==> src/rtl/gen_ram.sv <==
// ---------------------------------------------------------------------------
// gen_ram
//   Generic single-port synchronous RAM, 2**AW words x DW bits, used as MIPS
//   data or instruction storage. One shared address bus carries every access.
//   Each cycle the rw strobe selects a single operation:
//     - a write stores data_in at addr, or
//     - a read loads mem[addr] into the registered data_out.
//   An asynchronous active-low reset clears the whole array and data_out.
//
// Ports
//   clk       in   1    system clock, rising-edge active
//   rst_n     in   1    asynchronous active-low reset
//   addr      in   AW   word address, full range 0 .. 2**AW-1
//   rw        in   1    1 = read, 0 = write
//   data_in   in   DW   write data, sampled when rw = 0
//   data_out  out  DW   registered read data, 1-cycle latency
// ---------------------------------------------------------------------------
module gen_ram #(
    parameter int AW = 4,
    parameter int DW = 32
) (
    input  logic          clk,
    input  logic          rst_n,
    input  logic [AW-1:0] addr,
    input  logic          rw,
    input  logic [DW-1:0] data_in,
    output logic [DW-1:0] data_out
);

    localparam int DEPTH = 2 ** AW;

    logic [DW-1:0] mem_q [DEPTH];
    logic [DW-1:0] data_out_q;
    logic [DW-1:0] data_out_d;

    // The output register loads only on a read.
    // On a write it holds its value, so there is no write-through.
    always_comb begin
        // NOTE: default assignment first so no path leaves data_out_d unassigned (no latch).
        data_out_d = data_out_q;
        if (rw) begin
            data_out_d = mem_q[addr];
        end
    end

    // Storage. addr spans the depth exactly, so no wrap or aliasing is possible.
    always_ff @(posedge clk or negedge rst_n) begin
        if (!rst_n) begin
            // NOTE: the array sits in the async reset on purpose: contents must read 0
            // after any reset. That rules out mapping onto a RAM macro without reset.
            for (int i = 0; i < DEPTH; i++) begin
                mem_q[i] <= '0;
            end
        end else if (!rw) begin
            // NOTE: non-blocking assignment for all sequential state, so a read in the
            // same block sees the pre-edge value.
            mem_q[addr] <= data_in;
        end
    end

    always_ff @(posedge clk or negedge rst_n) begin
        if (!rst_n) begin
            data_out_q <= '0;
        end else begin
            data_out_q <= data_out_d;
        end
    end

    assign data_out = data_out_q;

endmodule

==> config.mk <==
export PLATFORM = sky130hd
export DESIGN_NAME = gen_ram
export DESIGN_NICKNAME = d
export VERILOG_FILES = /design/src/rtl/gen_ram.sv
export SDC_FILE = /design/constraint.sdc
export NUM_CORES = 1
export LEC_CHECK = 0
export ABC_AREA = 1
export BUFFER_PORTS_ARGS = -buffer_cell sky130_fd_sc_hd__buf_2
export CORE_ASPECT_RATIO = 0.5
export CORE_MARGIN = 2
export CORE_UTILIZATION = 50
export DETAILED_ROUTE_END_ITERATION = 8
export GPL_ROUTABILITY_DRIVEN = 0
export PLACE_DENSITY_LB_ADDON = 0.1
export SLEW_MARGIN = 20
export SYNTH_ARGS = -nofsm -noshare
export SYNTH_HDL_FRONTEND = slang
export SYNTH_SLANG_ARGS = --single-unit
==> constraint.sdc <==
create_clock -name clk -period 1.74 [get_ports clk]
set_clock_uncertainty 0.15 [all_clocks]
set_input_delay 0.261 -clock clk [delete_from_list [all_inputs] [get_ports clk]]
set_output_delay 0.261 -clock clk [all_outputs]
set_load 0.02 [all_outputs]
==> impl_metrics.env <==
export IMPL_cpPeakStageDelay_ns=0.44
export IMPL_hold_slack_ns=0.0321
export IMPL_cp_required_ns=1.33
export IMPL_fmaxAchievable_ghz=0.614
export IMPL_netlist_area_mm2=0.0248
export IMPL_path_cells="buf_2"
export IMPL_drc=0
export IMPL_placed_area_mm2=0.0270
export IMPL_synth_edff_count=0
export IMPL_end_kind="output pin"
export IMPL_overflow=0
export IMPL_h_tree_depth=2
export IMPL_die_w_um=319
export IMPL_hold_path_class="in2reg"
export IMPL_arrival_ns=1.22
export IMPL_synth_seq_cells=544
export IMPL_routed_wl_um=70600
export IMPL_avgViaCountPerCell=5.39
export IMPL_reg2reg_setup_slack_ns=0.39
export IMPL_die_height_um=162
export IMPL_synth_area_per_cell_um2=7.81
export IMPL_fin_tns_setup_ns=0
export IMPL_crit_start="data_out[26]$_DFFE_PN0P_"
export IMPL_critPathBufInv=1
export IMPL_grt_pass1_wl_um=115000
export IMPL_synth_common_cells="1,537 x nand2_1, 544 x dfrtp_1, 341 x o21ai_1"
export IMPL_cts_sinks=544
export IMPL_cp_top_family="flip-flops"
export IMPL_num_rows=57
export IMPL_maxCapViolCount=0
export IMPL_cts_root_buf="clkbuf_16"
export IMPL_numPortBuffers=70
export IMPL_drt_first_pass_iters=5
export IMPL_stdcell_area_mm2=0.0286
export IMPL_cts_buffers=49
export IMPL_antenna_found_initial=0
export IMPL_clkTransAtPathRegs_ns=0.06
export IMPL_worstPathMaxFanout=2
export IMPL_place_hpwl_um=43400
export IMPL_relSlewSlack_pct=60.9
export IMPL_synth_top_cell_by_area="dfrtp_1"
export IMPL_grt_usage_pct=28.2
export IMPL_ys_warnings_count=0
export IMPL_io_pins=71
export IMPL_clock_path_buffers=3
export IMPL_critPathKind="reg2out"
export IMPL_drive_above_1_share_pct=9.66
export IMPL_grt_pass1_vias=20000
export IMPL_tightest_slew_ns=0.586
export IMPL_powerDensity_mw_per_mm2=1160
export IMPL_reg2reg_to="data_out[27]$_DFFE_PN0P_"
export IMPL_syn_num_nets=3219
export IMPL_seq_area_frac_synth_pct=54.8
export IMPL_area_delta_synth_final_pct=15.0
export IMPL_synth_ff_type="dfrtp_1"
export IMPL_cts_tree="yes"
export IMPL_outcome="finished clean"
export IMPL_power_leakage_nw=14.7
export IMPL_async_reset_ff_share_pct=100
export IMPL_ir_worst_vdd_uv=708
export IMPL_yosysMostFrequentCell="nand2_1"
export IMPL_n_antenna_cell=0
export IMPL_synthesis_instances=3180
export IMPL_ys_types=19
export IMPL_cp_endpoint="data_out[26]"
export IMPL_finalCriticalPeriod_ns=1.63
export IMPL_rsz0062_at_grt="false"
export IMPL_min_period_over_period_pct=93.6
export IMPL_finish_net_count=3253
export IMPL_regToRegStartpoint="mem_q[219]$_DFFE_PN0P_"
export IMPL_drtIter0Drc=1941
export IMPL_setup_violations=0
export IMPL_crit_slowest_cell="dfrtp_1"
export IMPL_vias=21000
export IMPL_timing_hold_violations_final=0
export IMPL_synth_top_cell_area_share_pct=54.8
export IMPL_reg2reg_depth=9
export IMPL_avgRoutedWirePerCell_um=18.1
export IMPL_startpoint_type="flip-flop"
export IMPL_clkLatencyLatePin_ns=0.58
export IMPL_slew_viol_final=0
export IMPL_core_area_mm2=0.0488
export IMPL_grt_max_degree=76
export IMPL_die_area_mm2=0.0516
export IMPL_initial_core_util_pct=50.9
export IMPL_cp_depth=1
export IMPL_yosys_top_cells_area="dfrtp_1 55%, nand2_1 23%, o21ai_1 6.9%"
export IMPL_ant_nets=0
==> kinds of logic (layout without fill, tap and decap cells) <==
group | count (synthesis) | in the layout | synth area share (%)
AOI/OAI and AO/OA | 512 | 512 | 10.3
and+or+nand+nor | 1848 | 1848 | 29.8
DFF | 544 | 544 | 54.8
buffers and inverters | 276 | 345 | 5.01
==> layout by cell type (no fill, tap or decap), drive strengths merged <==
cell type	count
clkbuf	73
clkinv	6
nor2	99
nand4	32
buf	218
nor3	4
nand3	160
o21ai	512
nand2	1553
bufinv	5
dfrtp	544
inv	37
dlygate4sd3	3
clkinvlp	3
==> sequential cells by signal (all words and copies together), names as in the netlist <==
name,count
mem_q,512
data_out,32
==> through the flow <==
stage / total power [W] / utilization [%] / cells / worst slack, ns
detailed placement: 0.0225 / 55.3 / 3809 / 0.00396
floorplan: 0.0205 / - / 3180 / 0.194
global placement: 0.0223 / 55.3 / 3809 / 0.0212
CTS: 0.0335 / 58.6 / 3898 / 0.101
finish: 0.0332 / 58.6 / 3898 / 0.112
global route: 0.0353 / 58.6 / 3898 / 0.0371
==> final cells by class <==
type	instances	area, um2
fillers	4507	20200
flip-flops and latches	544	13600
multi-input cells	2360	9980
repair buffers	222	2450
clock buffers	72	1350
well taps	649	812
clock inverters	14	206
inverters	37	151
==> metal layers <==
layer  wire (um)  up-vias  track usage (%)
met3        4080       84             3.90
met5           0        -                0
met2       31300      551             44.1
met1       34100    10200             42.3
li1            -    10200                -
met4        1110        0             5.36
==> worst min-delay path by stage <==
stage / startpoint / end / slack [ns] / depth (start not counted)
detailed placement: rst_n / mem_q[266]$_DFFE_PN0P_ / -0.006 / 1
floorplan: rst_n / data_out[0]$_DFFE_PN0P_ / -0.18 / 0
finish: data_in[6] / mem_q[134]$_DFFE_PN0P_ / 0.03 / 4
global placement: rst_n / mem_q[362]$_DFFE_PN0P_ / -0.008 / 1
CTS: data_in[6] / mem_q[262]$_DFFE_PN0P_ / 0.002 / 4
global route: data_in[6] / mem_q[326]$_DFFE_PN0P_ / 0.02 / 4
==> power by group <==
| group | leakage (nW) | switching [W] | internal (W) |
|---|---|---|---|
| Combinational | 7.04 | 0.00338 | 0.00237 |
| Clock | 0.750 | 0.00481 | 0.00613 |
| Sequential | 6.89 | 0.00138 | 0.0152 |
==> repair_timing <==
item                       4_1_cts  5_1_grt
setup buffers                    0        0
setup endpoints to repair        0        0
hold endpoints to repair       448        0
resized for setup                0        0
hold buffers                     3        0
==> worst min-delay path: stages <==
cell and delay, ns:
buf_2 0.08, inv_1 0.03, buf_4 0.19, o21ai_1 0.14
(Power assumes the default switching activity.)
